[src/rtl/add_pkg.sv]
// Shared defaults, FSM state type and the 4-bit carry-lookahead helper
// used by the slice-serial add/sub scheduler.
package add_pkg;

  localparam int unsigned DEF_WIDTH  = 64;
  localparam int unsigned DEF_SLICE  = 16;
  localparam int unsigned DEF_NSLICE = DEF_WIDTH / DEF_SLICE;

  typedef enum logic [1:0] {
    IDLE = 2'd0,
    RUN  = 2'd1,
    DONE = 2'd2
  } state_e;

  // Returns {cout, sum[3:0]}; all group carries come straight from g/p/cin.
  function automatic logic [4:0] cla4(input logic [3:0] a, input logic [3:0] b,
                                      input logic cin);
    logic [3:0] g;
    logic [3:0] p;
    logic [4:0] c;
    g    = a & b;
    p    = a ^ b;
    c[0] = cin;
    c[1] = g[0] | (p[0] & cin);
    c[2] = g[1] | (p[1] & g[0]) | (p[1] & p[0] & cin);
    c[3] = g[2] | (p[2] & g[1]) | (p[2] & p[1] & g[0]) | (p[2] & p[1] & p[0] & cin);
    c[4] = g[3] | (p[3] & g[2]) | (p[3] & p[2] & g[1]) | (p[3] & p[2] & p[1] & g[0])
         | (p[3] & p[2] & p[1] & p[0] & cin);
    return {c[4], p ^ c[3:0]};
  endfunction

endpackage

[src/rtl/adder16c.sv]
// Combinational W-bit adder with carry in/out, built from 4-bit
// carry-lookahead groups chained group to group (four groups at W=16).
module adder16c
  import add_pkg::*;
#(
  parameter int unsigned W = 16
) (
  input  logic [W-1:0] a_i,
  input  logic [W-1:0] b_i,
  input  logic         cin_i,
  output logic [W-1:0] sum_o,
  output logic         cout_o
);

  logic [W-1:0] s;
  logic         c;
  logic [4:0]   r;

  always_comb begin
    s = '0;
    c = cin_i;
    r = '0;
    for (int unsigned g = 0; g < W / 4; g++) begin
      r           = cla4(a_i[g*4 +: 4], b_i[g*4 +: 4], c);
      s[g*4 +: 4] = r[3:0];
      c           = r[4];
    end
  end

  assign sum_o  = s;
  assign cout_o = c;

endmodule

[src/rtl/add_sched.sv]
// Two-requester round-robin add/sub unit: one operation at a time is pushed
// slice by slice through a single shared SLICE-bit adder.
module add_sched
  import add_pkg::*;
#(
  parameter int unsigned WIDTH = DEF_WIDTH,
  parameter int unsigned SLICE = DEF_SLICE
) (
  input  logic             clk,
  input  logic             rst,
  input  logic             req0_valid,
  output logic             req0_ready,
  input  logic [WIDTH-1:0] req0_a,
  input  logic [WIDTH-1:0] req0_b,
  input  logic             req0_sub,
  input  logic             req1_valid,
  output logic             req1_ready,
  input  logic [WIDTH-1:0] req1_a,
  input  logic [WIDTH-1:0] req1_b,
  input  logic             req1_sub,
  output logic             rsp_valid,
  input  logic             rsp_ready,
  output logic [WIDTH-1:0] rsp_sum,
  output logic             rsp_cout,
  output logic             rsp_id,
  output logic             busy
);

  localparam int unsigned NSLICE = WIDTH / SLICE;
  localparam int unsigned KW     = (NSLICE > 1) ? $clog2(NSLICE) : 1;

  state_e           state_q;
  logic [KW-1:0]    k_q;
  logic             carry_q;
  logic [WIDTH-1:0] a_q;
  logic [WIDTH-1:0] b_q;
  logic             sub_q;
  logic             id_q;
  logic [WIDTH-1:0] sum_q;
  logic             cout_q;
  logic             last_q;

  logic             gnt0;
  logic             gnt1;
  logic [SLICE-1:0] a_sl;
  logic [SLICE-1:0] b_sl;
  logic [SLICE-1:0] s_sl;
  logic             c_sl;

  // last_q names the requester granted most recently; a tie goes to the other one.
  always_comb begin
    gnt0 = (state_q == IDLE) && !rst && req0_valid && (!req1_valid || last_q);
    gnt1 = (state_q == IDLE) && !rst && req1_valid && (!req0_valid || !last_q);
  end

  assign req0_ready = gnt0;
  assign req1_ready = gnt1;

  always_comb begin
    a_sl = a_q[k_q*SLICE +: SLICE];
    b_sl = b_q[k_q*SLICE +: SLICE] ^ {SLICE{sub_q}};
  end

  adder16c #(
    .W (SLICE)
  ) u_adder (
    .a_i    (a_sl),
    .b_i    (b_sl),
    .cin_i  (carry_q),
    .sum_o  (s_sl),
    .cout_o (c_sl)
  );

  always_ff @(posedge clk) begin
    if (rst) begin
      state_q <= IDLE;
      k_q     <= '0;
      carry_q <= 1'b0;
      a_q     <= '0;
      b_q     <= '0;
      sub_q   <= 1'b0;
      id_q    <= 1'b0;
      sum_q   <= '0;
      cout_q  <= 1'b0;
      last_q  <= 1'b1;
    end else begin
      case (state_q)
        IDLE: begin
          if (gnt0 || gnt1) begin
            a_q     <= gnt1 ? req1_a : req0_a;
            b_q     <= gnt1 ? req1_b : req0_b;
            sub_q   <= gnt1 ? req1_sub : req0_sub;
            carry_q <= gnt1 ? req1_sub : req0_sub;
            id_q    <= gnt1;
            last_q  <= gnt1;
            k_q     <= '0;
            state_q <= RUN;
          end
        end
        RUN: begin
          sum_q[k_q*SLICE +: SLICE] <= s_sl;
          carry_q                   <= c_sl;
          if (k_q == KW'(NSLICE - 1)) begin
            cout_q  <= c_sl;
            k_q     <= '0;
            state_q <= DONE;
          end else begin
            k_q <= k_q + 1'b1;
          end
        end
        DONE: begin
          if (rsp_ready) begin
            state_q <= IDLE;
          end
        end
        default: state_q <= IDLE;
      endcase
    end
  end

  assign rsp_valid = (state_q == DONE);
  assign busy      = (state_q != IDLE);
  assign rsp_sum   = sum_q;
  assign rsp_cout  = cout_q;
  assign rsp_id    = id_q;

endmodule

[config.mk]
export PLATFORM = sky130hd
export DESIGN_NAME = add_sched
export DESIGN_NICKNAME = d
export VERILOG_FILES = /design/src/rtl/add_pkg.sv /design/src/rtl/adder16c.sv /design/src/rtl/add_sched.sv
export SDC_FILE = /design/constraint.sdc
export NUM_CORES = 1
export LEC_CHECK = 0
export ABC_AREA = 1
export BUFFER_PORTS_ARGS = -buffer_cell sky130_fd_sc_hd__buf_2
export CAP_MARGIN = 20
export CORE_MARGIN = 2
export CORE_UTILIZATION = 45
export DETAILED_ROUTE_END_ITERATION = 6
export PLACE_DENSITY = 0.83
export SLEW_MARGIN = 20
export SYNTH_ARGS = -nofsm -noshare
export SYNTH_HDL_FRONTEND = slang
export SYNTH_HIERARCHICAL = 1
export SYNTH_SLANG_ARGS = --single-unit
[constraint.sdc]
create_clock -name clk -period 3.9 [get_ports clk]
set_input_delay 0.195 -clock clk [delete_from_list [all_inputs] [get_ports clk]]
set_output_delay 0.195 -clock clk [all_outputs]
set_load 0.02 [all_outputs]
==> impl_results.rst <==
.. list-table::
   :header-rows: 1

   * - Metric
     - Value
   * - Final RePlAce weighted congestion
     - 0.883
   * - Post-Syn Area per Cell
     - roughly 6.5 um^2
   * - Post-Synthesis Cells
     - ~1600
   * - Die Footprint
     - between 20000 and 25000 um^2
   * - Pins Over Slew Limit
     - 0
   * - Post-CTS setup buffer count
     - 0
   * - Via count
     - 11700
   * - Crit path max fanout
     - 50
   * - CTS Buffer Depth
     - 3
   * - Share of power burned in registers
     - between 40 and 50%
   * - Endpoint type of the worst setup path
     - flop
   * - Global route total overflow
     - 0
   * - Cell chain of the critical path
     - inv_2 > buf_12 > nor2_1 > o22ai_1 > ha_1 > a21oi_2 > o21bai_1 > a21oi_2 > nand2_4 > fa_1 > xor2_1 > nand2_1 > or3_1 > a21oi_1
   * - Leading cell type in the layout, fill and taps excluded
     - nand2_1
   * - Insertion delay to the later sink of the worst-skew pair
     - about 500 ps
   * - Highest-count cells in the layout ignoring fill and taps
     - nand2_1, nor2_1, buf_2
   * - DIE WIDTH
     - 157 um
   * - Total count of hold-check failures in the final report
     - 1
   * - Clock H-tree levels
     - 1
   * - Shortest period the worst path allows
     - ~3600 ps
   * - Vertical die dimension
     - 157 um
   * - Cell at the slowest stage of the critical path
     - inv_2
   * - Cell type contributing the most total cell area after synthesis
     - dfxtp_1
   * - Seq/Total Area, Yosys
     - a little under two fifths
   * - Maximum Capacitance Violations
     - 0
   * - Number of remaining DRC errors
     - 0
   * - Global-route wire length before repair
     - ~53000 um
   * - CP Data Required Time
     - 4340 ps
   * - Clock network power share
     - ~34%
   * - Internal power summed over all cells
     - ~3.8 mW
   * - Placed cells
     - 2189
   * - Global routing met2 resource utilization
     - a little under half
   * - Final Instance Count excl. Fillers
     - 2280
   * - Area taken by multi-input logic gates
     - 5870 um^2
   * - Buffers & Inverters on Critical Path
     - 2
   * - IR Drop Worst-Case VDD
     - approximately 0.00020 V
   * - Minimum setup slack after placement
     - between 300 and 400 ps
   * - Slowest Stage Delay on Critical Path
     - roughly 400 ps
   * - Final antenna diode count
     - 0
   * - Final-layout worst hold slack
     - -2.39 ps
   * - Vias in the first global route
     - around 11000
   * - Rows
     - 56
   * - Starting utilization of the core area
     - between 40% and 50%
   * - Worst setup path class
     - reg2reg
   * - Core Box Area
     - between 20000 and 25000 um^2
   * - Global-route total usage across every layer
     - a little over a quarter
   * - CTS Buf Count
     - 21
   * - Ports placed on the boundary
     - about 330
   * - Port Buffer Count
     - ~330
   * - First-iteration detailed-routing DRC count
     - about 940
   * - Total wire length
     - around 34000 um
   * - Routing layer with the top usage in global route
     - met2
   * - Type of the tightest min-delay check
     - in2reg
   * - Overall power consumption
     - 5.62 mW
   * - Synthesized Nets
     - slightly below 2000
   * - TritonCTS clock tree
     - done
   * - Cell area reported after detailed placement
     - about 12000 um^2
   * - Final clock period utilization by the worst path
     - a little over 90%
   * - Net switching power figure
     - 1.79 mW
   * - Share of the synthesized area in the top cell type
     - a little under two fifths
   * - Final Instance Area
     - 13500 um^2
   * - Global Route met3 Usage
     - slightly below 4%
   * - Iteration count of the initial detailed-routing pass
     - 5
   * - Sum Neg Setup Slack
     - 0 ps
   * - Largest net degree at the start of global routing
     - about 130
   * - Actual transition at the worst max-transition pin
     - between 1000 and 1500 ps
   * - Least setup slack across all paths after layout
     - around 330 ps
   * - Worst-case register-to-register setup slack
     - 330 ps
   * - Met1 usage in global routing
     - between 30% and 40%
   * - Initial antenna violation count
     - 0
   * - Clock slew at the register clock pins of the worst setup and hold paths
     - 60 ps
   * - Sequential standard cell area
     - roughly 4000 um^2
   * - Normalized max-slew margin
     - between 30% and 40%
   * - Switching part of the total power
     - 31.8%
   * - NumNets Final
     - roughly 2200
   * - Violated checks
     - hold timing
   * - Wire length per cell after detailed routing
     - 15.1 um
   * - Most repeated library cell on the critical path
     - a21oi_2
   * - Unrepaired setup endpoints after global routing
     - no
   * - Filler Cell Count
     - 2190
   * - Part of the total power dissipated in combinational logic
     - about 25%
   * - Area grow syn2layout
     - 27.6%
   * - Arrival time at the worst endpoint
     - roughly 4000 ps
   * - Outcome
     - complete, but fails checks
   * - Fmax
     - 0.280 GHz
   * - Setup violations, final
     - 0
   * - CP delay by family, top
     - compound AO/OA/AOI/OAI gates
   * - Post-detailed-placement half-perimeter wirelength
     - 24500 um
   * - Total number of clock tree sinks
     - between 200 and 250
   * - Max Clock Skew
     - 19.0 ps
   * - Proportion of layout cells with a drive suffix above 1
     - around 21%
   * - Remaining antenna violation count
     - 0
   * - Via density
     - between 5 and 6
   * - Leakage power figure
     - roughly 6.7 nW
   * - Final core utilization
     - about three fifths
   * - Flip-flop and latch count after synthesis
     - around 200
   * - Startpoint Class
     - flop
   * - Netlist Area Pre-Place
     - between 10000 and 15000 um^2
   * - Unique masters post-synth
     - 34
   * - Root Driver
     - clkbuf_16
   * - Count of yosys warnings during synthesis
     - 6
   * - Most area-consuming cells after synthesis
     - dfxtp_1, nand2_1, nor2_1
   * - Power density over the cells
     - approximately 420 nW/um^2
## power by group through the flow
stage | combinational (mW) | sequential [mW] | clock, mW
after floorplan | 0.903 | 2.32 | 0
after CTS | 1.38 | 2.32 | 1.94
after global routing | 1.56 | 2.33 | 2.01
after detailed placement | 1.32 | 2.36 | 0
final | 1.40 | 2.32 | 1.91
after global placement | 1.29 | 2.36 | 0
## cell usage after synthesis, drive strengths merged
library cell / n
nand2: 499
nor2: 370
dfxtp: 201
o21ai: 195
buf: 65
a21oi: 62
clkbuf: 50
inv: 48
o22ai: 32
xor2: 23
ha: 20
a211oi: 16
a22oi: 16
or3: 16
nand3: 13
fa: 4
o21bai: 2
xnor2: 2
and2: 1
nand4: 1
nor3: 1
o211ai: 1
## worst reg2reg max path, delay by kind of cell (launching register included)
family	cells	cell delay, ps
AOI/OAI and AO/OA	5	880
adders and majority gates	2	730
and+or+nand+nor	4	660
buffers and inverters	2	700
xor gates and xnor gates	1	200
DFF	1	330
## path summary, 6_finish.rpt
check	start	to	cells past startpoint
max	k_q[0]	rsp_sum[45]	14
min	req0_a[0]	a_q[0]	5
max reg2reg	k_q[0]	rsp_sum[45]	14
min reg2reg	rsp_sum[9]	rsp_sum[9]	2
## what timing repair did
action	in CTS	in global routing
endpoints found under the setup margin	0	1
resized for setup	0	1
hold buffers	55	0
hold endpoints to repair	39	0
## cell type report
type,count,area share [%]
clock buffer,28,4.23
tap,319,2.95
timing repair buffer,403,17.7
multi-input combinational,1274,43.4
inverter,48,1.37
clock inverter,7,0.537
sequential,201,29.8
## metal layers
layer / vias up / part of all wire [%]
met1: 5329 / 44
met3: 61 / 6.7
met4: 0 / 2.4
met2: 452 / 47
li1: 5862 / -
met5: - / 0
## state kept, by name, indices dropped and copies added, names as in the netlist
name and count:
a_q 64, b_q 64, rsp_sum 64, k_q 2, state_q 2, carry_q 1, last_q 1, rsp_cout 1
rsp_id 1, sub_q 1
## cell families (layout without fill, tap and decap cells)
logic type,count (synthesis),count (layout),synth area share [%]
AO/OA/AOI/OAI,324,324,16.6
XOR/XNOR,25,25,2.07
adder cells (fa/ha/maj),24,24,3.12
buffers and inverters,163,486,6.67
flip-flops,201,201,38.0
AND/OR/NAND/NOR,901,901,33.5
No activity file was read; power rests on OpenSTA's default activity.
